===== config.mk =====
export PLATFORM = sky130hd
export DESIGN_NAME = writeback_stage_flat
export DESIGN_NICKNAME = d
export VERILOG_FILES = /design/src/rtl/writeback_stage_if.sv /design/src/rtl/writeback_stage.sv /design/src/flat_wrapper.sv
export SDC_FILE = /design/constraint.sdc
export NUM_CORES = 1
export LEC_CHECK = 0
export CAP_MARGIN = 20
export CORE_MARGIN = 4
export CORE_UTILIZATION = 42
export CTS_CLUSTER_SIZE = 24
export DETAILED_ROUTE_END_ITERATION = 7
export PLACE_DENSITY = 0.86
export SYNTH_ARGS = -nofsm -noshare
export SYNTH_HDL_FRONTEND = slang
export SYNTH_SLANG_ARGS = --single-unit

===== constraint.sdc =====
create_clock -name clk -period 3.88 [get_ports clk]
set_input_delay 0.582 -clock clk [delete_from_list [all_inputs] [get_ports clk]]
set_output_delay 0.582 -clock clk [all_outputs]
set_load 0.005 [all_outputs]

===== src/rtl/writeback_stage_if.sv =====
// Memory-to-writeback instruction bundle.
// master = memory stage, slave = writeback stage.
interface writeback_stage_if;
  logic        valid_in;
  logic [31:0] pc;
  logic [4:0]  rd_address;
  logic [31:0] rd_data;
  logic        csr_write;
  logic [11:0] csr_address;
  logic [31:0] csr_data;
  logic        mret_in;
  logic        wfi_in;
  logic        exception;
  logic [3:0]  exception_cause;

  modport master (
    output valid_in, pc, rd_address, rd_data,
    output csr_write, csr_address, csr_data,
    output mret_in, wfi_in, exception, exception_cause
  );

  modport slave (
    input valid_in, pc, rd_address, rd_data,
    input csr_write, csr_address, csr_data,
    input mret_in, wfi_in, exception, exception_cause
  );
endinterface


===== src/rtl/writeback_stage.sv =====
// Writeback: commit, trap decision, redirect and wrong-path flush.
// Define WB_WFI_EN to enable the wfi SLEEP state.
module writeback_stage #(
  parameter int unsigned FLUSH_CYCLES = 3,
  parameter logic [31:0] RESET_ECP    = 32'h0
) (
  input  logic        clk,
  input  logic        rst_n,
  writeback_stage_if.slave mem,
  input  logic        eip,
  input  logic        tip,
  input  logic        sip,
  output logic        reg_write_enable,
  output logic [4:0]  reg_write_address,
  output logic [31:0] reg_write_data,
  output logic        csr_write_enable,
  output logic [11:0] csr_write_address,
  output logic [31:0] csr_write_data,
  output logic        retired,
  output logic        traped,
  output logic        mret,
  output logic [31:0] ecp,
  output logic [31:0] cause,
  output logic        redirect,
  output logic        redirect_to_trap,
  output logic        stall
);

  logic        rwe_q, rwe_d, cwe_q, cwe_d;
  logic [4:0]  rwa_q, rwa_d;
  logic [31:0] rwd_q, rwd_d, cwd_q, cwd_d;
  logic [11:0] cwa_q, cwa_d;
  logic        ret_q, ret_d, trp_q, trp_d;
  logic        mret_q, mret_d, redir_q, redir_d;
  logic        rtt_q, rtt_d;
  logic [31:0] ecp_q, ecp_d, cause_q, cause_d;
  logic [3:0]  flush_q, flush_d;
  logic        run, accept, irq, wfi_go;
  logic [3:0]  irq_code;

  assign irq      = eip | tip | sip;
  assign irq_code = eip ? 4'd11 : (sip ? 4'd3 : 4'd7);
  assign accept   = mem.valid_in & run & (flush_q == 4'd0);

`ifdef WB_WFI_EN
  typedef enum logic {RUN, SLEEP} state_e;
  state_e state_q, state_d;
  logic   stall_q;

  always_ff @(posedge clk or negedge rst_n) begin
    if (!rst_n) begin
      state_q <= RUN;
      stall_q <= 1'b0;
    end else begin
      state_q <= state_d;
      stall_q <= (state_d == SLEEP);
    end
  end

  always_comb begin
    state_d = state_q;
    unique case (state_q)
      RUN:     if (wfi_go) state_d = SLEEP;
      SLEEP:   if (irq) state_d = RUN;
      default: state_d = RUN;
    endcase
  end

  assign run   = (state_q == RUN);
  assign stall = stall_q;
`else
  logic unused_wfi;
  assign unused_wfi = ^{mem.wfi_in, wfi_go};
  assign run   = 1'b1;
  assign stall = 1'b0;
`endif

  always_comb begin
    rwe_d   = 1'b0;
    cwe_d   = 1'b0;
    ret_d   = 1'b0;
    trp_d   = 1'b0;
    mret_d  = 1'b0;
    redir_d = 1'b0;
    rtt_d   = 1'b0;
    wfi_go  = 1'b0;
    rwa_d   = rwa_q;
    rwd_d   = rwd_q;
    cwa_d   = cwa_q;
    cwd_d   = cwd_q;
    ecp_d   = ecp_q;
    cause_d = cause_q;
    if (accept) begin
      rwa_d = mem.rd_address;
      rwd_d = mem.rd_data;
      cwa_d = mem.csr_address;
      cwd_d = mem.csr_data;
      // Overlapping conditions: first match wins.
      priority case (1'b1)
        irq: begin
          trp_d   = 1'b1;
          redir_d = 1'b1;
          rtt_d   = 1'b1;
          ecp_d   = mem.pc;
          cause_d = {1'b1, 27'b0, irq_code};
        end
        mem.exception: begin
          trp_d   = 1'b1;
          redir_d = 1'b1;
          rtt_d   = 1'b1;
          ecp_d   = mem.pc;
          cause_d = {28'b0, mem.exception_cause};
        end
        mem.mret_in: begin
          mret_d  = 1'b1;
          ret_d   = 1'b1;
          redir_d = 1'b1;
        end
        default: begin
          ret_d  = 1'b1;
          rwe_d  = (mem.rd_address != 5'd0);
          cwe_d  = mem.csr_write;
          wfi_go = mem.wfi_in;
        end
      endcase
    end
    if (redir_d)
      flush_d = 4'(FLUSH_CYCLES);
    else if (flush_q != 4'd0)
      flush_d = flush_q - 4'd1;
    else
      flush_d = 4'd0;
  end

  always_ff @(posedge clk or negedge rst_n) begin
    if (!rst_n) begin
      rwe_q   <= 1'b0;
      rwa_q   <= '0;
      rwd_q   <= '0;
      cwe_q   <= 1'b0;
      cwa_q   <= '0;
      cwd_q   <= '0;
      ret_q   <= 1'b0;
      trp_q   <= 1'b0;
      mret_q  <= 1'b0;
      redir_q <= 1'b0;
      rtt_q   <= 1'b0;
      ecp_q   <= RESET_ECP;
      cause_q <= RESET_ECP;
      flush_q <= 4'd0;
    end else begin
      rwe_q   <= rwe_d;
      rwa_q   <= rwa_d;
      rwd_q   <= rwd_d;
      cwe_q   <= cwe_d;
      cwa_q   <= cwa_d;
      cwd_q   <= cwd_d;
      ret_q   <= ret_d;
      trp_q   <= trp_d;
      mret_q  <= mret_d;
      redir_q <= redir_d;
      rtt_q   <= rtt_d;
      ecp_q   <= ecp_d;
      cause_q <= cause_d;
      flush_q <= flush_d;
    end
  end

  assign reg_write_enable  = rwe_q;
  assign reg_write_address = rwa_q;
  assign reg_write_data    = rwd_q;
  assign csr_write_enable  = cwe_q;
  assign csr_write_address = cwa_q;
  assign csr_write_data    = cwd_q;
  assign retired           = ret_q;
  assign traped            = trp_q;
  assign mret              = mret_q;
  assign ecp               = ecp_q;
  assign cause             = cause_q;
  assign redirect          = redir_q;
  assign redirect_to_trap  = rtt_q;

endmodule


===== src/flat_wrapper.sv =====
// flat-port wrapper written by rule: the top's interface ports become plain ports
module writeback_stage_flat 
#(
  parameter int unsigned FLUSH_CYCLES = 3,
  parameter logic [31:0] RESET_ECP    = 32'h0
)
  (clk, rst_n, eip, tip, sip, reg_write_enable, reg_write_address, reg_write_data, csr_write_enable, csr_write_address, csr_write_data, retired, traped, mret, ecp, cause, redirect, redirect_to_trap, stall, mem_valid_in, mem_pc, mem_rd_address, mem_rd_data, mem_csr_write, mem_csr_address, mem_csr_data, mem_mret_in, mem_wfi_in, mem_exception, mem_exception_cause);
  writeback_stage_if mem_i ();
  input  logic clk;
  input  logic rst_n;
  input  logic eip;
  input  logic tip;
  input  logic sip;
  output logic reg_write_enable;
  output logic [4:0] reg_write_address;
  output logic [31:0] reg_write_data;
  output logic csr_write_enable;
  output logic [11:0] csr_write_address;
  output logic [31:0] csr_write_data;
  output logic retired;
  output logic traped;
  output logic mret;
  output logic [31:0] ecp;
  output logic [31:0] cause;
  output logic redirect;
  output logic redirect_to_trap;
  output logic stall;
  input wire logic [$bits(mem_i.valid_in)-1:0] mem_valid_in;
  input wire logic [$bits(mem_i.pc)-1:0] mem_pc;
  input wire logic [$bits(mem_i.rd_address)-1:0] mem_rd_address;
  input wire logic [$bits(mem_i.rd_data)-1:0] mem_rd_data;
  input wire logic [$bits(mem_i.csr_write)-1:0] mem_csr_write;
  input wire logic [$bits(mem_i.csr_address)-1:0] mem_csr_address;
  input wire logic [$bits(mem_i.csr_data)-1:0] mem_csr_data;
  input wire logic [$bits(mem_i.mret_in)-1:0] mem_mret_in;
  input wire logic [$bits(mem_i.wfi_in)-1:0] mem_wfi_in;
  input wire logic [$bits(mem_i.exception)-1:0] mem_exception;
  input wire logic [$bits(mem_i.exception_cause)-1:0] mem_exception_cause;
  assign mem_i.valid_in = mem_valid_in;
  assign mem_i.pc = mem_pc;
  assign mem_i.rd_address = mem_rd_address;
  assign mem_i.rd_data = mem_rd_data;
  assign mem_i.csr_write = mem_csr_write;
  assign mem_i.csr_address = mem_csr_address;
  assign mem_i.csr_data = mem_csr_data;
  assign mem_i.mret_in = mem_mret_in;
  assign mem_i.wfi_in = mem_wfi_in;
  assign mem_i.exception = mem_exception;
  assign mem_i.exception_cause = mem_exception_cause;
  writeback_stage #(.FLUSH_CYCLES(FLUSH_CYCLES), .RESET_ECP(RESET_ECP)) u_core (.clk(clk), .rst_n(rst_n), .mem(mem_i), .eip(eip), .tip(tip), .sip(sip), .reg_write_enable(reg_write_enable), .reg_write_address(reg_write_address), .reg_write_data(reg_write_data), .csr_write_enable(csr_write_enable), .csr_write_address(csr_write_address), .csr_write_data(csr_write_data), .retired(retired), .traped(traped), .mret(mret), .ecp(ecp), .cause(cause), .redirect(redirect), .redirect_to_trap(redirect_to_trap), .stall(stall));
endmodule

==> summary.md, run 1 <==
| Metric | Value |
|---|---|
| Cell Area, Synth | 5030 um2 |
| Fmax | 0.408 GHz |
| Minimum clock period | 2450 ps |
| Setup violations, final | 0 |
| Pleak | 3.40 nW |
| Share of layout cells above drive strength 1 | 0.251 |
| Die X | 117 um |
| Tot Pwr | 6.53 mW |
| Register area share after synthesis | 0.637 |
| HPWL after detailed placement | 9930 um |
| Worst setup SP type | input pin |
| Final net count | 704 |
| # IOs | 280 |
| Skew final | 11.1 ps |
| Xor/xnor share of the synthesized area | 0 |
| Pre-antenna DRT Iters | 4 |
| Hold_buf cts | 0 |
| Die area | 13800 um2 |
| Unique masters post-synth | 31 |
| Total global-route track usage | 0.195 |
| TritonCTS clock tree | yes |
| Post-synth EDFFs | 0 |
| Bufs and invs on worst path | 2 |
| Count leader, synth | dfrtp_1 |
| Crit path launch | mem_valid_in |
| Largest family of logic cells by synthesized area | multiplexers |
| CTS Root Cell | clkbuf_16 |
| CP required | 4160 ps |
| HP Class | input pin to asynchronous set/reset pin |
| RSZ-0062 raised after global routing | no |
| Multiplexer share of the synthesized area | 0.255 |
| Final wirelength | 13100 um |
| Antenna cell count | 0 |
| Crit. End Element | flip-flop |
| Status | completed |
| First-pass GRT wire length | 21200 um |
| Syn Area/Cell | 15.7 um2 |
| Layout area overhead | 62.8% |
| Clk sink count | 128 |
| Max stage delay on crit path | 500 ps |
| Postcts setup bufs | 0 |
| Initial DRC count | 126 |
| Max-Cap Viols | 0 |
| Global route overflow | 0 |
| Core area | 11600 um2 |
| Clock-pin slew on the worst setup and hold paths | 60 ps |
| CTS max path bufs | 2 |
| Least-Margin Pin Slew | 813 ps |
| Die Height | 117 um |
| Final Hold Viols | 0 |
| Largest net degree at the start of global routing | 74 |
| Clk_lat worst skew | 400 ps |
| Wire per inst | 17.9 um |
| GPL Wtd Cong | 0.741 |
| FF-to-FF setup slack | 1630 ps |
| Syn Inst Count | 320 |
| Vias in the first global route | 3894 |
| Top cells by area, synth | dfrtp_1 (64%), mux2_2 (25%), buf_4 (4.3%), buf_2 (0.80%), buf_6 (0.67%) |
| Async SR Flop Fraction | 1.00 |
| Total CTS buffers | 17 |
| Relative slew slack | 0.458 |
| Initial antenna violation count | 0 |
| Critical path class | input pin to flip-flop |
| Max Slew Vio Count | 0 |
| Fillers | 819 |
| Row count | 39 |
| Setup_tns | 0 ps |
| Post-DR vias/cell | 4.78 |
| Crit Path Max Fanout | 73 |
| CP delay by family, top | buffers and inverters |
| Post-route antenna net violation count | 0 |
| Total number of vias | 3503 |
| CP max stage cell | clkdlybuf4s50_1 |
| Initial core utilization | 0.435 |
| CP cell instances | clkdlybuf4s50_1 -> or3b_4 -> nor3_4 -> buf_12 -> mux2_2 |
| H-tree levels | 4 |
| PD cells | 797 nW/um2 |
| Peak VDD IR | 391 uV |
| DR DRC count | 0 |
| Synth Area in Adders | 0 |
| Synth top area share | 0.637 |
| Synth warnings | 0 |
| Worst r2r src | u_core.flush_q[1] |
| Port buffer count | 250 |
| CTS resizes | 0 |
| Post-synth top area cell | dfrtp_1 |
| Fraction of the mapped netlist area in simple logic gates | 0.0276 |
| Top cells by count, synth | dfrtp_1 (128), mux2_2 (112), buf_4 (29) |
| Worst Path Arrival | 2730 ps |
| Compound-Gate Fraction of Synth Area | 0.0187 |
| Register bit count reported by yosys | 128 |
| Main flop type after synthesis | dfrtp_1 |
| Tcrit/Tclk final | 0.631 |
placed cells by master (no fill, tap or decap), types with 3 or more instances in the layout:
master | synthesis | routed
clkdlybuf4s50_1 | 0 | 249
nor3_1 | 3 | 3
clkbuf_16 | 0 | 17
mux2_2 | 112 | 112
nand2_1 | 3 | 3
clkinv_2 | 0 | 3
o32a_1 | 3 | 3
nor2_1 | 4 | 4
conb_1 | 1 | 28
dfrtp_1 | 128 | 128
bufinv_16 | 0 | 4
clkbuf_1 | 2 | 3
area by class of cell:
cell class | count | area [um2] | area share
clock buffers | 22 | 464 | 0.0567
clock inverters | 10 | 159 | 0.0194
inverters | 2 | 7.51 | 0.000917
multi-input cells | 175 | 1630 | 0.199
flip-flops and latches | 128 | 3200 | 0.391
well taps | 143 | 179 | 0.0219
repair buffers | 253 | 2550 | 0.311
stage by stage:
| stage | setup slack, ps | instances | utilization | area (um2) | hold WS, ps |
|---|---|---|---|---|---|
| floorplan | 1730 | 347 | - | 5130 | 286 |
| global route | 1380 | 733 | 0.708 | 8190 | 328 |
| detailed placement | 1020 | 701 | 0.654 | 7560 | 486 |
| CTS | 1450 | 733 | 0.708 | 8190 | 291 |
| finish | 1430 | 733 | 0.708 | 8190 | 251 |
| global placement | 1100 | 701 | 0.654 | 7560 | 471 |
worst paths after layout:
path,cells after the start,to
worst max-delay path,5,u_core.reg_write_data[9]
worst min-delay path,1,u_core.csr_write_data[13]
worst max register to register,4,u_core.reg_write_data[9]
worst min register to register,1,u_core.reg_write_data[26]
max in group asynchronous,2,u_core.csr_write_data[29]
min in group clk,1,u_core.reg_write_data[26]
power by group:
group / total (mW) / switching, mW / internal (mW)
registers: 2.31 / 0.330 / 1.98
logic: 2.55 / 0.776 / 1.77
clock network: 1.67 / 0.559 / 1.11
per-layer routing:
metal | routed length (um) | up-vias | track usage
met1 | 4910 | 1733 | 0.206
met2 | 7140 | 155 | 0.361
met4 | 169 | 0 | 0.0543
met3 | 915 | 15 | 0.0727
met5 | 0 | - | 0
li1 | - | 1600 | -
cells by family after synthesis:
| group | after synthesis |
|---|---|
| flip-flops | 128 |
| other | 1 |
| multiplexers | 114 |
| AO/OA/AOI/OAI | 12 |
| buffers and inverters | 44 |
| AND/OR/NAND/NOR | 21 |
registers in the layout, indices dropped and copies added, names as in the netlist:
register,count
u_core.retired,1
u_core.csr_write_data,32
u_core.mret,1
u_core.reg_write_enable,1
u_core.traped,1
u_core.csr_write_address,12
u_core.ecp,32
u_core.csr_write_enable,1
u_core.redirect,1
u_core.reg_write_data,32
u_core.flush_q,4
u_core.cause,5
u_core.reg_write_address,5
No activity file was read; power rests on OpenSTA's default activity.
==> run 2: changes to the inputs <==
--- a/config.mk
+++ b/config.mk
@@ -7,10 +7,10 @@
 export LEC_CHECK = 0
 export CAP_MARGIN = 20
 export CORE_MARGIN = 4
-export CORE_UTILIZATION = 42
+export CORE_UTILIZATION = 39
 export CTS_CLUSTER_SIZE = 24
 export DETAILED_ROUTE_END_ITERATION = 7
-export PLACE_DENSITY = 0.86
+export PLACE_DENSITY = 0.81
 export SYNTH_ARGS = -nofsm -noshare
 export SYNTH_HDL_FRONTEND = slang
 export SYNTH_SLANG_ARGS = --single-unit
==> constraint.sdc (replaced) <==
create_clock -name clk -period 2.49 [get_ports clk]
set_input_delay 0.3735 -clock clk [delete_from_list [all_inputs] [get_ports clk]]
set_output_delay 0.3735 -clock clk [all_outputs]
set_load 0.005 [all_outputs]
==> run 2 against run 1 <==
Against the previous run: the run now ends with negative hold slack left; sequential share of layout area is 0.54 points lower; clock skew is 3.5 ps lower; largest power group unchanged; power is 58% higher; critical endpoint is now u_core.reg_write_data[31]; cell count is 4.5% higher; combinational power is 57% higher; wire length is 2.8% lower; sequential cell count stayed put; die area is 7.2% higher; non-clock buffer count is 4 higher.
==> summary.md, run 2 (same netlist as run 1, synthesis figures left out) <==
| Metric | Value |
|---|---|
| First-pass GRT wire length | 19600 um |
| Hold_buf cts | 0 |
| Worst setup SP type | flip-flop |
| Minimum clock period | 1960 ps |
| Post-DR vias/cell | 4.60 |
| HP Class | input pin to asynchronous set/reset pin |
| Critical path class | flip-flop to flip-flop |
| Final net count | 708 |
| FF-to-FF setup slack | 530 ps |
| Pleak | 3.44 nW |
| Initial antenna violation count | 0 |
| Row count | 41 |
| Clk network pwr share | 0.261 |
| Initial core utilization | 0.399 |
| Die X | 122 um |
| WHS | -3.70 ps |
| Largest net degree at the start of global routing | 54 |
| Initial DRC count | 88 |
| Crit. End Element | flip-flop |
| Tcrit/Tclk final | 0.788 |
| Setup violations, final | 0 |
| Least-Margin Pin Slew | 659 ps |
| Total number of vias | 3520 |
| Place WS | 136 ps |
| Layout area overhead | 65.0% |
| Worst r2r src | u_core.flush_q[1] |
| Crit Path Max Fanout | 44 |
| Switching power | 2.58 mW |
| Core area | 12600 um2 |
| Share of power burned in registers | 0.350 |
| Peak VDD IR | 632 uV |
| CTS resizes | 0 |
| Clock-pin slew on the worst setup and hold paths | 50 ps |
| CP required | 2780 ps |
| GPL Wtd Cong | 0.728 |
| TritonCTS clock tree | yes |
| Share of layout cells above drive strength 1 | 0.258 |
| PD cells | 1240 nW/um2 |
| Fmax | 0.509 GHz |
| Antenna cell count | 0 |
| Max Slew Vio Count | 0 |
| Max-Cap Viols | 0 |
| Reg2Reg Depth | 4 |
| Die Height | 122 um |
| Violated checks | negative hold slack |
| Global route overflow | 0 |
| Die area | 14800 um2 |
| Clk sink count | 128 |
| Final wirelength | 12800 um |
| Setup ws final | 527 ps |
| Relative slew slack | 0.561 |
| Crit path launch | u_core.flush_q[1] |
| RSZ-0062 raised after global routing | no |
| Skew final | 7.69 ps |
| Setup crit end | u_core.reg_write_data[31] |
| Sw frac | 0.251 |
| Vias in the first global route | 3844 |
| Final Hold Viols | 3 |
| Pre-antenna DRT Iters | 4 |
| Setup_tns | 0 ps |
| Port buffer count | 250 |
| Worst Path Arrival | 2250 ps |
| Post-route antenna net violation count | 0 |
| Total CTS buffers | 17 |
| Status | finished, violations left |
| Wire per inst | 16.7 um |
| DR DRC count | 0 |
| Clk_lat worst skew | 410 ps |
| Postcts setup bufs | 0 |
| CTS Root Cell | clkbuf_16 |
| CTS max path bufs | 2 |
| Most common cell after layout, fill and taps aside | clkdlybuf4s50_1 |
| Int Pwr | 7.70 mW |
| Tot Pwr | 10.3 mW |
| H-tree levels | 4 |
| # IOs | 280 |
| FF-to-FF End | u_core.reg_write_data[31] |
| Comb power frac | 0.389 |
| HPWL after detailed placement | 9780 um |
| Total global-route track usage | 0.173 |
| Commonest cells after routing, fill and taps aside | clkdlybuf4s50_1 (249), dfrtp_1 (128), mux2_2 (112) |
[run 2: cell count changes in the layout (fill, tap and decap cells not counted), sizes merged]
cell,change
clkbuf,-1
buf,+4
bufinv,+1
[run 2: worst max-delay path, stage by stage (launching register included)]
cell	delay (ps)
dfrtp_1	450
or3b_4	470
nor3_4	240
buf_12	280
mux2_2	370
[run 2: through the flow]
step           utilization  instance area, um2  std cells
2_1_floorplan            -                5130        347
3_3_place_gp         0.607                7660        734
3_5_place_dp         0.607                7660        734
4_1_cts              0.658                8300        766
5_1_grt              0.658                8300        766
6_report             0.658                8300        766
[run 2: how the worst min path moves through the flow]
| stage | from | endpoint | slack [ps] | cells after the start |
|---|---|---|---|---|
| floorplan | rst_n | u_core.cause[0] | 80 | 0 |
| finish | rst_n | u_core.csr_write_data[21] | -4 | 1 |
| CTS | rst_n | u_core.csr_write_data[21] | 10 | 1 |
| detailed placement | rst_n | u_core.csr_write_data[21] | 450 | 1 |
| global placement | rst_n | u_core.csr_write_data[25] | 440 | 1 |
| global route | rst_n | u_core.csr_write_data[30] | 40 | 1 |
[run 2: area by class of cell]
type	count	area, um2
clock buffers	21	460
clock inverters	11	185
fillers	947	4320
inverters	2	7.51
multi-input cells	175	1630
flip-flops and latches	128	3200
well taps	172	215
repair buffers	257	2600
[run 2: routing by layer]
metal  GRT usage  wire length (um)
met1       0.182              4520
met2       0.302              6680
met3      0.0752              1220
met4      0.0728               339
met5           0                 0
[run 2: power groups by stage]
| stage | combinational (mW) | clock, mW | sequential, mW |
|---|---|---|---|
| after floorplan | 1.42 | 0 | 3.68 |
| after global placement | 3.95 | 0 | 3.56 |
| after detailed placement | 4.05 | 0 | 3.64 |
| after CTS | 4.07 | 2.74 | 3.62 |
| after global routing | 4.26 | 2.84 | 3.75 |
| final | 4.00 | 2.69 | 3.60 |
==> run 3: changes to the inputs <==
--- a/config.mk
+++ b/config.mk
@@ -7,10 +7,10 @@
 export LEC_CHECK = 0
 export CAP_MARGIN = 20
 export CORE_MARGIN = 4
-export CORE_UTILIZATION = 39
+export CORE_UTILIZATION = 35
 export CTS_CLUSTER_SIZE = 24
 export DETAILED_ROUTE_END_ITERATION = 7
-export PLACE_DENSITY = 0.81
+export PLACE_DENSITY = 0.77
 export SYNTH_ARGS = -nofsm -noshare
 export SYNTH_HDL_FRONTEND = slang
 export SYNTH_SLANG_ARGS = --single-unit
==> constraint.sdc (replaced) <==
create_clock -name clk -period 1.7 [get_ports clk]
set_input_delay 0.255 -clock clk [delete_from_list [all_inputs] [get_ports clk]]
set_output_delay 0.255 -clock clk [all_outputs]
set_load 0.005 [all_outputs]
==> run 3 against run 2 <==
Against the previous run: the flow finishes with violations (negative setup slack); design area rose by 9.4%; sequential power rose by 49%; cell count rose by 4.7%; largest power group unchanged; power rose by 60%; hold slack improved by 250 ps; first-iteration DRC count rose by 3.4%; via count rose by 8.3%.
==> summary.md, run 3 (same netlist as run 1, synthesis figures left out) <==
| Metric | Value |
|---|---|
| CTS max path bufs | 2 |
| Sw frac | 0.264 |
| Most common cell after layout, fill and taps aside | clkdlybuf4s50_1 |
| Post-DR vias/cell | 4.75 |
| Wire per inst | 20.1 um |
| Die area | 16400 um2 |
| RSZ-0062 raised after global routing | yes |
| Share of power burned in registers | 0.326 |
| Pleak | 4.00 nW |
| First-pass GRT wire length | 22100 um |
| Initial DRC count | 91 |
| Initial core utilization | 0.360 |
| Row count | 43 |
| Initial antenna violation count | 0 |
| Total CTS buffers | 17 |
| PD cells | 1820 nW/um2 |
| Skew final | 6.01 ps |
| Worst r2r src | u_core.flush_q[1] |
| FF-to-FF setup slack | -160 ps |
| Setup ws final | -156 ps |
| Int Pwr | 12.1 mW |
| Tcrit/Tclk final | 1.09 |
| Port buffer count | 250 |
| Placed cells | 752 |
| Switching power | 4.35 mW |
| Total number of vias | 3811 |
| Minimum clock period | 1860 ps |
| TritonCTS clock tree | yes |
| Crit. End Element | flip-flop |
| Max-Cap Viols | 0 |
| Post-route antenna net violation count | 0 |
| Status | finished, violations left |
| Reg2Reg Depth | 5 |
| Max Slew Vio Count | 0 |
| DR DRC count | 0 |
| Total global-route track usage | 0.179 |
| Comb power frac | 0.465 |
| Core area | 14000 um2 |
| Fmax | 0.539 GHz |
| Peak VDD IR | 938 uV |
| Clk_lat worst skew | 410 ps |
| CP required | 1990 ps |
| Final net count | 740 |
| Worst setup SP type | flip-flop |
| H-tree levels | 4 |
| Setup violations, final | 109 |
| Tot Pwr | 16.5 mW |
| Worst Path Arrival | 2140 ps |
| Clk network pwr share | 0.209 |
| HP Class | input pin to asynchronous set/reset pin |
| Fillers | 1032 |
| Pre-antenna DRT Iters | 4 |
| CTS Root Cell | clkbuf_16 |
| Crit Path Max Fanout | 8 |
| Vias in the first global route | 3985 |
| # IOs | 280 |
| Final wirelength | 16100 um |
| Die Height | 128 um |
| FF-to-FF End | u_core.reg_write_data[5] |
| Final Hold Viols | 0 |
| Clk sink count | 128 |
| Post-Layout Cell Count | 802 |
| Antenna cell count | 0 |
| Crit path launch | u_core.flush_q[1] |
| HPWL after detailed placement | 10200 um |
| GPL Wtd Cong | 0.819 |
| Global route overflow | 0 |
| Commonest cells after routing, fill and taps aside | clkdlybuf4s50_1 (249), dfrtp_1 (128), mux2_4 (97) |
| Setup crit end | u_core.reg_write_data[5] |
| Clock-pin slew on the worst setup and hold paths | 50 ps |
| Layout area overhead | 80.6% |
| Violated checks | negative setup slack |
| Die X | 128 um |
| Share of layout cells above drive strength 1 | 0.297 |
| Largest net degree at the start of global routing | 59 |
| Critical path class | flip-flop to flip-flop |
## run 3: changes by cell type in the layout (fill, tap and decap cells not counted), moves of 3 or more
cell	before	now
mux2_4	0	97
mux2_2	112	17
buf_4	4	15
clkbuf_16	17	25
buf_6	0	7
bufinv_16	5	1
clkbuf_8	2	6
buf_12	4	7
## run 3: how the worst min path moves through the flow
stage | endpoint | from | cells past startpoint | slack, ps
CTS | u_core.ecp[25] | rst_n | 2 | 230
detailed placement | u_core.ecp[25] | rst_n | 1 | 130
finish | u_core.ecp[24] | rst_n | 2 | 250
global route | u_core.ecp[25] | rst_n | 2 | 250
global placement | u_core.ecp[24] | rst_n | 1 | 130
floorplan | u_core.cause[0] | rst_n | 0 | -40
## run 3: worst max-delay path, cell delays in order (launching register included)
cell and delay, ps:
dfrtp_1 380, or3b_4 440, nor3_4 210, buf_12 200, clkbuf_16 190, mux2_4 300
## run 3: layout make-up
type                            count  area, um2  share of cell area
Tap cell                          180        225              0.0248
Clock buffer                       23        508              0.0559
Timing Repair Buffer              289       3090               0.340
Clock inverter                      5       55.1             0.00606
Inverter                            2       7.51            0.000826
Multi-Input combinational cell    175       2000               0.220
Sequential cell                   128       3200               0.353
## run 3: power groups by stage
stage / Sequential [mW] / Clock, mW / Combinational [mW]
finish: 5.37 / 3.45 / 7.68
global route: 5.56 / 3.68 / 8.09
CTS: 5.33 / 3.52 / 6.75
detailed placement: 5.33 / 0 / 6.05
global placement: 5.24 / 0 / 5.91
floorplan: 5.39 / 0 / 2.11
## run 3: what timing repair did
action                                  in CTS  in global routing
hold buffers                                 1                  0
gates resized for setup                     47                 66
endpoints found under the setup margin     111                117
cloned                                       3                 10
setup buffers                                4                  5
pin swaps                                    2                  4
endpoints found under the hold margin       13                  0
## run 3: metrics by stage
stage	utilization	hold WS, ps	TNS [ps]	instance area, um2	setup slack, ps
after floorplan	-	-40.6	-18580	5150	-319
after detailed placement	0.554	128	-63310	7750	-599
final	0.649	250	-11630	9080	-156
after global placement	0.554	128	-59010	7750	-541
after CTS	0.615	230	-23370	8610	-243
after global routing	0.649	254	-20760	9080	-232
## run 3: layer usage
metal,up-vias,share of wire,GRT usage
li1,1662,-,-
met1,1929,0.39,0.194
met2,189,0.51,0.309
met3,31,0.083,0.0700
met4,0,0.023,0.0768
met5,-,0,0
